## src/rtl/lsu_mem_port.sv

```systemverilog
// Multi-cycle load/store unit: byte-lane alignment, misalignment trap and response timeout.
// Define LSU_MISALIGNED_SPLIT_EN to split boundary-crossing accesses into two word transactions.
module lsu_mem_port #(
    parameter int TIMEOUT_CYCLES = 256,
    parameter int CNT_WIDTH      = 9
) (
    input  logic        i_clk,
    input  logic        i_rst,
    input  logic        i_req_valid,
    output logic        o_req_ready,
    input  logic        i_req_we,
    input  logic [1:0]  i_req_size,
    input  logic        i_req_unsigned,
    input  logic [31:0] i_req_addr,
    input  logic [31:0] i_req_wdata,
    output logic        o_rsp_valid,
    output logic [31:0] o_rsp_rdata,
    output logic        o_rsp_trap,
    output logic        o_mem_valid,
    input  logic        i_mem_ready,
    output logic [31:0] o_mem_addr,
    output logic        o_mem_ren,
    output logic        o_mem_wen,
    output logic [3:0]  o_mem_mask,
    output logic [31:0] o_mem_wdata,
    input  logic        i_mem_rvalid,
    input  logic [31:0] i_mem_rdata
);

`ifdef LSU_MISALIGNED_SPLIT_EN
    typedef enum logic [2:0] {IDLE = 3'd0, ISSUE = 3'd1, WAIT = 3'd2, RESP = 3'd3,
                              ISSUE2 = 3'd4, WAIT2 = 3'd5} state_t;
`else
    typedef enum logic [1:0] {IDLE = 2'd0, ISSUE = 2'd1, WAIT = 2'd2, RESP = 2'd3} state_t;
`endif

    function automatic logic [3:0] size_mask(input logic [1:0] size);
        case (size)
            2'b00:   size_mask = 4'b0001;
            2'b01:   size_mask = 4'b0011;
            default: size_mask = 4'b1111;
        endcase
    endfunction

    function automatic logic [31:0] extend(input logic [31:0] d, input logic [1:0] size, input logic uns);
        case (size)
            2'b00:   extend = uns ? {24'h000000, d[7:0]} : {{24{d[7]}}, d[7:0]};
            2'b01:   extend = uns ? {16'h0000, d[15:0]} : {{16{d[15]}}, d[15:0]};
            default: extend = d;
        endcase
    endfunction

    state_t                state_r, state_s;
    logic [CNT_WIDTH-1:0]  cnt_r;
    logic                  cnt_clr_s, busy_s, timeout_s, illegal_s, we_s;
    logic                  we_r, uns_r;
    logic [1:0]            size_r, off_r;
    logic [4:0]            shamt_s, rshamt_s;
    logic [3:0]            mask_lo_s, mem_mask_s;
    logic [31:0]           wdata_lo_s, mem_wdata_s, mem_addr_s;
    logic [31:0]           load_single_s, rsp_rdata_s;
    logic                  rsp_trap_s;

    assign shamt_s       = {i_req_addr[1:0], 3'b000};
    assign rshamt_s      = {off_r, 3'b000};
    assign mask_lo_s     = size_mask(i_req_size) << i_req_addr[1:0];
    assign wdata_lo_s    = i_req_wdata << shamt_s;
    assign load_single_s = extend(i_mem_rdata >> rshamt_s, size_r, uns_r);
    assign busy_s        = (state_r != IDLE) && (state_r != RESP);
    // cnt_r is one less than the cycles spent so far, so the trap response lands TIMEOUT_CYCLES after accept
    assign timeout_s     = (TIMEOUT_CYCLES != 0) && ((32'(cnt_r) + 32'd2) >= 32'(TIMEOUT_CYCLES));

`ifdef LSU_MISALIGNED_SPLIT_EN
    logic        split_s, split_r, capture_s;
    logic [3:0]  mask_hi_s, mask_hi_r;
    logic [31:0] wdata_hi_s, wdata_hi_r, rlo_r, load_split_s;

    assign illegal_s    = (i_req_size == 2'b11);
    assign mask_hi_s    = size_mask(i_req_size) >> (3'd4 - {1'b0, i_req_addr[1:0]});
    assign wdata_hi_s   = i_req_wdata >> (6'd32 - {1'b0, shamt_s});
    assign split_s      = (mask_hi_s != 4'b0000);
    assign load_split_s = extend((rlo_r >> rshamt_s) | (i_mem_rdata << (6'd32 - {1'b0, rshamt_s})),
                                 size_r, uns_r);
`else
    assign illegal_s = (i_req_size == 2'b11)
                     || ((i_req_size == 2'b01) && i_req_addr[0])
                     || ((i_req_size == 2'b10) && (i_req_addr[1:0] != 2'b00));
`endif

    // Next-state, next memory-request fields and response value
    always_comb begin
        state_s     = state_r;
        cnt_clr_s   = 1'b0;
        rsp_trap_s  = 1'b0;
        rsp_rdata_s = 32'h00000000;
        mem_addr_s  = o_mem_addr;
        mem_mask_s  = o_mem_mask;
        mem_wdata_s = o_mem_wdata;
        we_s        = we_r;
`ifdef LSU_MISALIGNED_SPLIT_EN
        capture_s   = 1'b0;
`endif
        case (state_r)
            IDLE: begin
                we_s = i_req_we;
                if (i_req_valid) begin
                    cnt_clr_s = 1'b1;
                    if (illegal_s) begin
                        state_s    = RESP;
                        rsp_trap_s = 1'b1;
                    end else begin
                        state_s     = ISSUE;
                        mem_addr_s  = {i_req_addr[31:2], 2'b00};
                        mem_mask_s  = mask_lo_s;
                        mem_wdata_s = wdata_lo_s;
                    end
                end else begin
                    state_s = IDLE;
                end
            end
            ISSUE: begin
                if (i_mem_ready) begin
                    if (!we_r) begin
                        state_s = WAIT;
`ifdef LSU_MISALIGNED_SPLIT_EN
                    end else if (split_r) begin
                        state_s     = ISSUE2;
                        cnt_clr_s   = 1'b1;
                        mem_addr_s  = o_mem_addr + 32'd4;
                        mem_mask_s  = mask_hi_r;
                        mem_wdata_s = wdata_hi_r;
`endif
                    end else begin
                        state_s = RESP;
                    end
                end else if (timeout_s) begin
                    state_s    = RESP;
                    rsp_trap_s = 1'b1;
                end else begin
                    state_s = ISSUE;
                end
            end
            WAIT: begin
                if (i_mem_rvalid) begin
`ifdef LSU_MISALIGNED_SPLIT_EN
                    if (split_r) begin
                        state_s    = ISSUE2;
                        capture_s  = 1'b1;
                        cnt_clr_s  = 1'b1;
                        mem_addr_s = o_mem_addr + 32'd4;
                        mem_mask_s = mask_hi_r;
                    end else
`endif
                    begin
                        state_s     = RESP;
                        rsp_rdata_s = load_single_s;
                    end
                end else if (timeout_s) begin
                    state_s    = RESP;
                    rsp_trap_s = 1'b1;
                end else begin
                    state_s = WAIT;
                end
            end
`ifdef LSU_MISALIGNED_SPLIT_EN
            ISSUE2: begin
                if (i_mem_ready) begin
                    state_s = we_r ? RESP : WAIT2;
                end else if (timeout_s) begin
                    state_s    = RESP;
                    rsp_trap_s = 1'b1;
                end else begin
                    state_s = ISSUE2;
                end
            end
            WAIT2: begin
                if (i_mem_rvalid) begin
                    state_s     = RESP;
                    rsp_rdata_s = load_split_s;
                end else if (timeout_s) begin
                    state_s    = RESP;
                    rsp_trap_s = 1'b1;
                end else begin
                    state_s = WAIT2;
                end
            end
`endif
            RESP:    state_s = IDLE;
            default: state_s = IDLE;
        endcase
    end

    // State, timeout counter and all registered outputs
    always_ff @(posedge i_clk) begin
        if (i_rst) begin
            state_r     <= IDLE;
            cnt_r       <= {CNT_WIDTH{1'b0}};
            o_req_ready <= 1'b1;
            o_mem_valid <= 1'b0;
            o_mem_ren   <= 1'b0;
            o_mem_wen   <= 1'b0;
            o_mem_addr  <= 32'h00000000;
            o_mem_mask  <= 4'b0000;
            o_mem_wdata <= 32'h00000000;
            o_rsp_valid <= 1'b0;
            o_rsp_rdata <= 32'h00000000;
            o_rsp_trap  <= 1'b0;
        end else begin
            state_r     <= state_s;
            cnt_r       <= cnt_clr_s ? {CNT_WIDTH{1'b0}} : (busy_s ? cnt_r + CNT_WIDTH'(1) : cnt_r);
            o_req_ready <= (state_s == IDLE);
`ifdef LSU_MISALIGNED_SPLIT_EN
            o_mem_valid <= (state_s == ISSUE) || (state_s == ISSUE2);
            o_mem_ren   <= ((state_s == ISSUE) || (state_s == ISSUE2)) && !we_s;
            o_mem_wen   <= ((state_s == ISSUE) || (state_s == ISSUE2)) && we_s;
`else
            o_mem_valid <= (state_s == ISSUE);
            o_mem_ren   <= (state_s == ISSUE) && !we_s;
            o_mem_wen   <= (state_s == ISSUE) && we_s;
`endif
            o_mem_addr  <= mem_addr_s;
            o_mem_mask  <= mem_mask_s;
            o_mem_wdata <= mem_wdata_s;
            o_rsp_valid <= (state_s == RESP);
            o_rsp_rdata <= rsp_rdata_s;
            o_rsp_trap  <= rsp_trap_s;
        end
    end

    // Request attributes held for the duration of the access
    always_ff @(posedge i_clk) begin
        if (i_rst) begin
            we_r   <= 1'b0;
            uns_r  <= 1'b0;
            size_r <= 2'b00;
            off_r  <= 2'b00;
`ifdef LSU_MISALIGNED_SPLIT_EN
            split_r    <= 1'b0;
            mask_hi_r  <= 4'b0000;
            wdata_hi_r <= 32'h00000000;
            rlo_r      <= 32'h00000000;
`endif
        end else begin
            if ((state_r == IDLE) && i_req_valid) begin
                we_r   <= i_req_we;
                uns_r  <= i_req_unsigned;
                size_r <= i_req_size;
                off_r  <= i_req_addr[1:0];
`ifdef LSU_MISALIGNED_SPLIT_EN
                split_r    <= split_s;
                mask_hi_r  <= mask_hi_s;
                wdata_hi_r <= wdata_hi_s;
`endif
            end else begin
                we_r <= we_r;
            end
`ifdef LSU_MISALIGNED_SPLIT_EN
            if (capture_s) begin
                rlo_r <= i_mem_rdata;
            end else begin
                rlo_r <= rlo_r;
            end
`endif
        end
    end

endmodule

```

## config.mk

```make
export PLATFORM = sky130hd
export DESIGN_NAME = lsu_mem_port
export DESIGN_NICKNAME = d
export VERILOG_FILES = /design/src/rtl/lsu_mem_port.sv
export SDC_FILE = /design/constraint.sdc
export NUM_CORES = 1
export LEC_CHECK = 0
export BUFFER_PORTS_ARGS = -buffer_cell sky130_fd_sc_hd__buf_4
export CORE_MARGIN = 1.5
export CORE_UTILIZATION = 50
export DETAILED_ROUTE_END_ITERATION = 10
export PLACE_DENSITY = 0.91
export SLEW_MARGIN = 20
export SYNTH_ARGS = -nofsm -noshare
export SYNTH_HDL_FRONTEND = slang
export SYNTH_SLANG_ARGS = --single-unit
```

## constraint.sdc

```tcl
create_clock -name i_clk -period 3 [get_ports i_clk]
set_clock_uncertainty 0.2 [all_clocks]
set_input_delay 0.15 -clock i_clk [delete_from_list [all_inputs] [get_ports i_clk]]
set_output_delay 0.15 -clock i_clk [all_outputs]
set_load 0.02 [all_outputs]
```

==> flow_metrics.py, run 1 <==
metrics = {
    "status": {
        "status": "complete, no violations",
    },
    "sta": {
        "setup_slack_ps": 148,
        "worst_pin_slew_ps": 696,
        "finalSetupViolCount": 0,
        "setup_tns_ps": 0,
        "relSlewSlack": 0.536,
        "period_needed_ps": 2850,
        "finalHoldViolations": 0,
        "period_share": 0.951,
        "fmax_ghz": 0.351,
        "slew_violations": 0,
        "rsz0062_at_grt": "no",
    },
    "job": {
        "cap_violations": 0,
    },
    "floorplanning": {
        "die_x_microns": 105,
        "fp-row-count": 36,
        "start_util": 0.523,
        "core_area_sq_um": 9910,
        "pin_count": 211,
        "fp.dieArea_sq_um": 11000,
        "fp.dieH_microns": 105,
    },
    "clock_network": {
        "clock_latency_ps": 520,
        "clk_pin_slew_ps": 60,
        "root_buffer": "clkbuf_8",
        "cts_buffers": 17,
        "cts_sinks": 121,
        "cts_tree": "built",
        "htreeDepth": 4,
        "cts_buffer_depth": 2,
    },
    "min_path": {
        "min_path_cells": 4,
        "hp-start": "i_mem_rvalid",
        "hold_path.class": "primary input to flop",
        "min_to": "o_rsp_rdata[25]$_SDFF_PP0_",
    },
    "critical_path": {
        "setup.worst_path.start": "state_r[0]$_SDFF_PP0_",
        "rr_endpoint": "o_mem_wdata[5]$_SDFFE_PP0P_",
        "worstPathArrival_ps": 3100,
        "cp.required_ps": 3250,
        "rr_startpoint": "state_r[0]$_SDFF_PP0_",
        "worstRegToRegCells": 7,
        "rrSetupSlack_ps": 150,
        "critical_path.startpoint_type": "flop",
        "critical_path_class": "flop to flop",
        "end_kind": "flop",
        "cp_max_fo": 13,
    },
    "route": {
        "detail-route-antenna-nets": 0,
        "drt-initial-drc-count": 645,
        "via_per_inst": 5.96,
        "vias": 6265,
        "dr.pass1.iters": 9,
        "drt-total-wl_mm": 23.0,
        "wire_per_inst_microns": 21.9,
        "drc_errors": 0,
    },
    "logic_synthesis": {
        "synthDistinctLibCells": 50,
        "syn_area_sq_um": 5180,
        "syn_inst": 583,
        "ys_seq_area_frac": 0.468,
        "ys_top_cells_by_area": "dfxtp_1, nand2_1, a21oi_1, mux2_2, mux2i_1",
        "synth_seq_cells": 121,
        "syn_area_per_cell_sq_um": 8.88,
        "synth_most_common_cell": "dfxtp_1",
        "synth_top_area_frac": 0.468,
        "synth-main-ff-cell": "dfxtp_1",
        "synth_top_cells_by_count": "dfxtp_1, nand2_1, a21oi_1",
        "yosysWarnings": 0,
        "yosysTopAreaCell": "dfxtp_1",
        "async_reset_ff_frac": 0,
        "synth_edf_count": 0,
    },
    "power": {
        "ir_worst_vdd_uv": 376,
        "switching_share": 0.323,
        "p_clk_frac": 0.384,
        "p_leak_uw": 0.00379,
        "pwr-share-comb": 0.285,
        "netSwitchingPower_uw": 1830,
        "power_frac_seq": 0.332,
        "power_density_nw_per_um2": 650,
        "p_int_uw": 3830,
    },
    "placed_design": {
        "dp_slack_ps": 626,
        "io_buffer_count": 208,
        "gp_congestion": 0.907,
        "dp.final_hpwl_mm": 11.4,
    },
    "final_layout": {
        "nNetsFinal": 1015,
        "syn2layout_area_growth_pct": 68.1,
        "drive_gt1_frac": 0.321,
    },
    "grt": {
        "first_global_vias": 6445,
        "antenna_found_initial": 2,
        "grt.total_usage": 0.418,
        "grt_pass1_wl_mm": 35.5,
        "overflow": 0,
        "grt_max_degree": 60,
    },
}
-- sequential cells by signal, summed over array words and instances (netlist names), 2 cells and up --
| signal | count |
|---|---|
| size_r | 2 |
| o_mem_addr | 30 |
| o_mem_wdata | 32 |
| off_r | 2 |
| state_r | 2 |
| cnt_r | 9 |
| o_mem_mask | 4 |
| o_rsp_rdata | 32 |
-- critical path: stages, from the launching register on --
cell and delay [ps]:
dfxtp_1 380, inv_1 110, ha_1 270, and2_2 270
o21a_2 240, nor2_1 480, a22o_1 240, dlygate4sd3_1 590
-- cell type report --
class / count / area, sq um
Timing Repair Buffer: 347 / 2930
Tap cell: 133 / 166
Fill cell: 421 / 1200
Multi-Input combinational cell: 408 / 2520
Clock inverter: 14 / 196
Sequential cell: 121 / 2420
Clock buffer: 18 / 428
Inverter: 9 / 33.8
Antenna cell: 2 / 5.00
-- power by group through the flow --
stage / clock network, uW / registers [uW] / logic [uW]
5_1_grt: 2250 / 1880 / 1690
2_1_floorplan: 0 / 2010 / 715
3_3_place_gp: 0 / 1880 / 1240
6_report: 2170 / 1880 / 1610
4_1_cts: 2140 / 1860 / 1470
3_5_place_dp: 0 / 1890 / 1280
-- worst max path at each step --
stage / slack [ps] / to / cells after the start
2_1_floorplan: 1010 / o_mem_mask[0]$_SDFFE_PP0P_ / 9
3_3_place_gp: 760 / o_mem_addr[21]$_SDFFE_PP0P_ / 7
3_5_place_dp: 630 / o_mem_addr[14]$_SDFFE_PP0P_ / 6
4_1_cts: 170 / o_mem_wdata[1]$_SDFFE_PP0P_ / 7
5_1_grt: 10 / o_mem_wdata[5]$_SDFFE_PP0P_ / 7
6_report: 150 / o_mem_wdata[5]$_SDFFE_PP0P_ / 7
-- stage by stage --
| step | hold slack (ps) | area (sq um) | std cells | power [uW] | util |
|---|---|---|---|---|---|
| 2_1_floorplan | 83.0 | 5180 | 584 | 2730 | - |
| 3_3_place_gp | 188 | 6750 | 886 | 3120 | 0.681 |
| 3_5_place_dp | 201 | 6750 | 886 | 3170 | 0.681 |
| 4_1_cts | 21.6 | 8690 | 1049 | 5470 | 0.877 |
| 5_1_grt | 71.2 | 8710 | 1052 | 5820 | 0.879 |
| 6_report | 56.3 | 8710 | 1052 | 5660 | 0.879 |
-- cells in the final DEF (no fill, tap or decap), types with 6 or more instances in the layout --
master | synthesis | layout
buf_4 | 2 | 216
dlygate4sd3_1 | 0 | 131
dfxtp_1 | 121 | 121
nand2_1 | 111 | 111
a21oi_1 | 64 | 64
nor2_1 | 40 | 40
mux2_2 | 26 | 26
mux2i_1 | 18 | 18
clkbuf_16 | 0 | 16
a211oi_1 | 15 | 15
nor2b_1 | 11 | 11
a22oi_1 | 11 | 11
a21oi_2 | 10 | 10
o21ai_0 | 11 | 10
inv_1 | 9 | 9
o211ai_1 | 9 | 9
and2_1 | 10 | 9
a222oi_1 | 8 | 8
a22o_1 | 8 | 8
or3_1 | 6 | 6
ha_1 | 6 | 6
-- routing by layer --
| layer | global-route usage | wire length (microns) | vias up |
|---|---|---|---|
| li1 | - | - | 2658 |
| met1 | 0.447 | 7820 | 2873 |
| met2 | 0.716 | 11000 | 570 |
| met3 | 0.105 | 2420 | 164 |
| met4 | 0.294 | 1790 | 0 |
| met5 | 0 | 0 | - |
-- repair_timing --
action	in CTS	in global routing
hold buffers	131	0
endpoints found under the setup margin	0	9
gates resized for setup	0	3
endpoints found under the hold margin	111	0
setup buffers	0	1
-- cell families (layout without fill, tap and decap cells) --
family | after synthesis | in the layout | share of synthesized area
compound gates | 147 | 147 | 0.187
simple gates | 202 | 202 | 0.176
flops | 121 | 121 | 0.468
fa+ha+maj | 7 | 7 | 0.0167
other cells | 1 | 4 | 0.000724
xor+xnor | 6 | 6 | 0.0101
mux | 44 | 44 | 0.0913
buf+inv | 55 | 388 | 0.0498
Note: power is estimated with default switching activity, not from simulation.
==> run 2: changes to the inputs <==
==> constraint.sdc (replaced) <==
create_clock -name i_clk -period 3 [get_ports i_clk]
set_clock_uncertainty 0.2 [all_clocks]
set_input_delay 0.6 -clock i_clk [delete_from_list [all_inputs] [get_ports i_clk]]
set_output_delay 0.6 -clock i_clk [all_outputs]
set_load 0.02 [all_outputs]
==> flow_metrics.py, run 2 (same netlist as run 1, synthesis figures left out) <==
metrics = {
    "critical_path": {
        "critical_path_class": "flop to flop",
        "cp.required_ps": 3150,
        "cp_max_fo": 16,
        "worstPathBufferInverterCount": 0,
        "critPathCapture": "o_rsp_rdata[16]$_SDFF_PP0_",
        "end_kind": "flop",
        "setup.worst_path.start": "off_r[1]$_SDFFE_PP0P_",
        "worstRegToRegCells": 4,
        "worst-path-stages": 4,
        "slowest_delay_ps": 640,
        "worstPathArrival_ps": 2390,
        "crit_family": "simple AND/OR/NAND/NOR gates",
        "rr_endpoint": "o_rsp_rdata[16]$_SDFF_PP0_",
        "crit_chain": "mux2_2 -> nor3_1 -> or3_1 -> a21oi_1",
        "critical_path.startpoint_type": "flop",
        "rrSetupSlack_ps": 760,
        "rr_startpoint": "off_r[1]$_SDFFE_PP0P_",
        "crit_slowest_cell": "dfxtp_1",
    },
    "final_layout": {
        "layout_common_cells": "buf_4, dfxtp_1, nand2_1, a21oi_1, nor2_1",
        "drive_gt1_frac": 0.369,
        "nNetsFinal": 883,
        "final_common_cell": "buf_4",
        "fin_cells": 918,
        "multi_input_comb_area_sq_um": 2510,
        "regArea_sq_um": 2420,
        "syn2layout_area_growth_pct": 41.6,
        "diodes": 0,
        "reg_top3": "o_mem_wdata: 32 flops, o_rsp_rdata: 32 flops, o_mem_addr: 30 flops",
        "fillers": 710,
    },
    "power": {
        "p_leak_uw": 0.00317,
        "ir_worst_vdd_uv": 443,
        "power_density_nw_per_um2": 691,
    },
    "sta": {
        "period_share": 0.747,
        "worst_pin_slew_ps": 705,
        "fmax_ghz": 0.447,
        "finalHoldViolations": 0,
        "relSlewSlack": 0.530,
        "period_needed_ps": 2240,
        "rsz0062_at_grt": "no",
        "finalSetupViolCount": 0,
        "setup_tns_ps": 0,
        "slew_violations": 0,
        "setup_slack_ps": 760,
    },
    "clock_network": {
        "cts.repair.resized": 0,
        "cts_tree": "built",
        "clock_latency_ps": 500,
        "cts_buffers": 17,
        "htreeDepth": 4,
        "root_buffer": "clkbuf_8",
        "clk_pin_slew_ps": 60,
        "cts_buffer_depth": 2,
        "cts_setup_buffers": 0,
        "cts_sinks": 121,
        "cts_hold_buf": 0,
    },
    "placed_design": {
        "dp.cells": 886,
        "io_buffer_count": 208,
        "dp.final_hpwl_mm": 11.1,
        "gp_congestion": 0.892,
        "dp_slack_ps": 522,
    },
    "route": {
        "vias": 5049,
        "via_per_inst": 5.50,
        "drt-initial-drc-count": 344,
        "dr.pass1.iters": 5,
        "detail-route-antenna-nets": 0,
        "drc_errors": 0,
        "drt-total-wl_mm": 15.0,
        "wire_per_inst_microns": 16.4,
    },
    "grt": {
        "grt_pass1_wl_mm": 24.2,
        "use_met3": 0.0780,
        "antenna_found_initial": 0,
        "grt.total_usage": 0.273,
        "first_global_vias": 5084,
        "overflow": 0,
        "grt_most_used_layer": "met2",
        "use_met1": 0.305,
        "grt_max_degree": 57,
        "met2_usage": 0.485,
    },
    "job": {
        "cap_violations": 0,
    },
    "floorplanning": {
        "start_util": 0.523,
        "fp.dieArea_sq_um": 11000,
        "fp.dieH_microns": 105,
        "fp-row-count": 36,
        "core_area_sq_um": 9910,
        "pin_count": 211,
        "die_x_microns": 105,
    },
    "min_path": {
        "hp-start": "i_req_wdata[3]",
        "hold_path.class": "primary input to flop",
    },
    "status": {
        "status": "complete, no violations",
    },
}
==> run 2: changes by cell type in the layout (fill, tap and decap cells not counted) <==
cell,before,now
inv_6,2,6
buf_4,216,213
o21a_2,1,0
clkbuf_8,2,1
o21a_1,1,2
and2_2,1,0
diode_2,2,0
nor3_1,4,5
nor3_2,1,0
and2_1,9,10
buf_12,0,2
bufinv_16,4,1
dlygate4sd3_1,131,0
==> run 2: layout make-up <==
cell class | instances | share of cell area
Tap cell | 133 | 0.0227
Sequential cell | 121 | 0.330
Inverter | 9 | 0.00461
Clock buffer | 17 | 0.0565
Clock inverter | 15 | 0.0193
Multi-Input combinational cell | 408 | 0.343
Timing Repair Buffer | 215 | 0.224
==> run 2: worst min-delay path by stage <==
stage | to | slack, ps | cells after the start
floorplan | we_r$_SDFFE_PP0P_ | 240 | 2
global placement | o_mem_addr[12]$_SDFFE_PP0P_ | 240 | 2
detailed placement | o_mem_addr[12]$_SDFFE_PP0P_ | 250 | 2
CTS | o_mem_wdata[3]$_SDFFE_PP0P_ | 130 | 2
global route | o_mem_wdata[0]$_SDFFE_PP0P_ | 130 | 2
finish | o_mem_wdata[3]$_SDFFE_PP0P_ | 140 | 2
==> run 2: where the power goes <==
| group | switching (uW) | internal, uW |
|---|---|---|
| Clock | 781 | 1110 |
| Sequential | 98.4 | 1760 |
| Combinational | 761 | 548 |
| Total | 1640 | 3420 |
==> run 2: layer usage <==
metal	routed length [microns]	vias to the layer above
li1	-	2401
met1	5670	2350
met2	7670	262
met3	1330	36
met4	384	0
met5	0	-
==> run 2: per-stage QoR <==
stage | util | total power (uW) | area (sq um) | hold slack, ps
5_1_grt | 0.740 | 5290 | 7330 | 132
3_3_place_gp | 0.684 | 3140 | 6780 | 244
6_report | 0.740 | 5060 | 7330 | 143
4_1_cts | 0.740 | 5070 | 7330 | 126
3_5_place_dp | 0.684 | 3190 | 6780 | 248
2_1_floorplan | - | 2730 | 5180 | 244
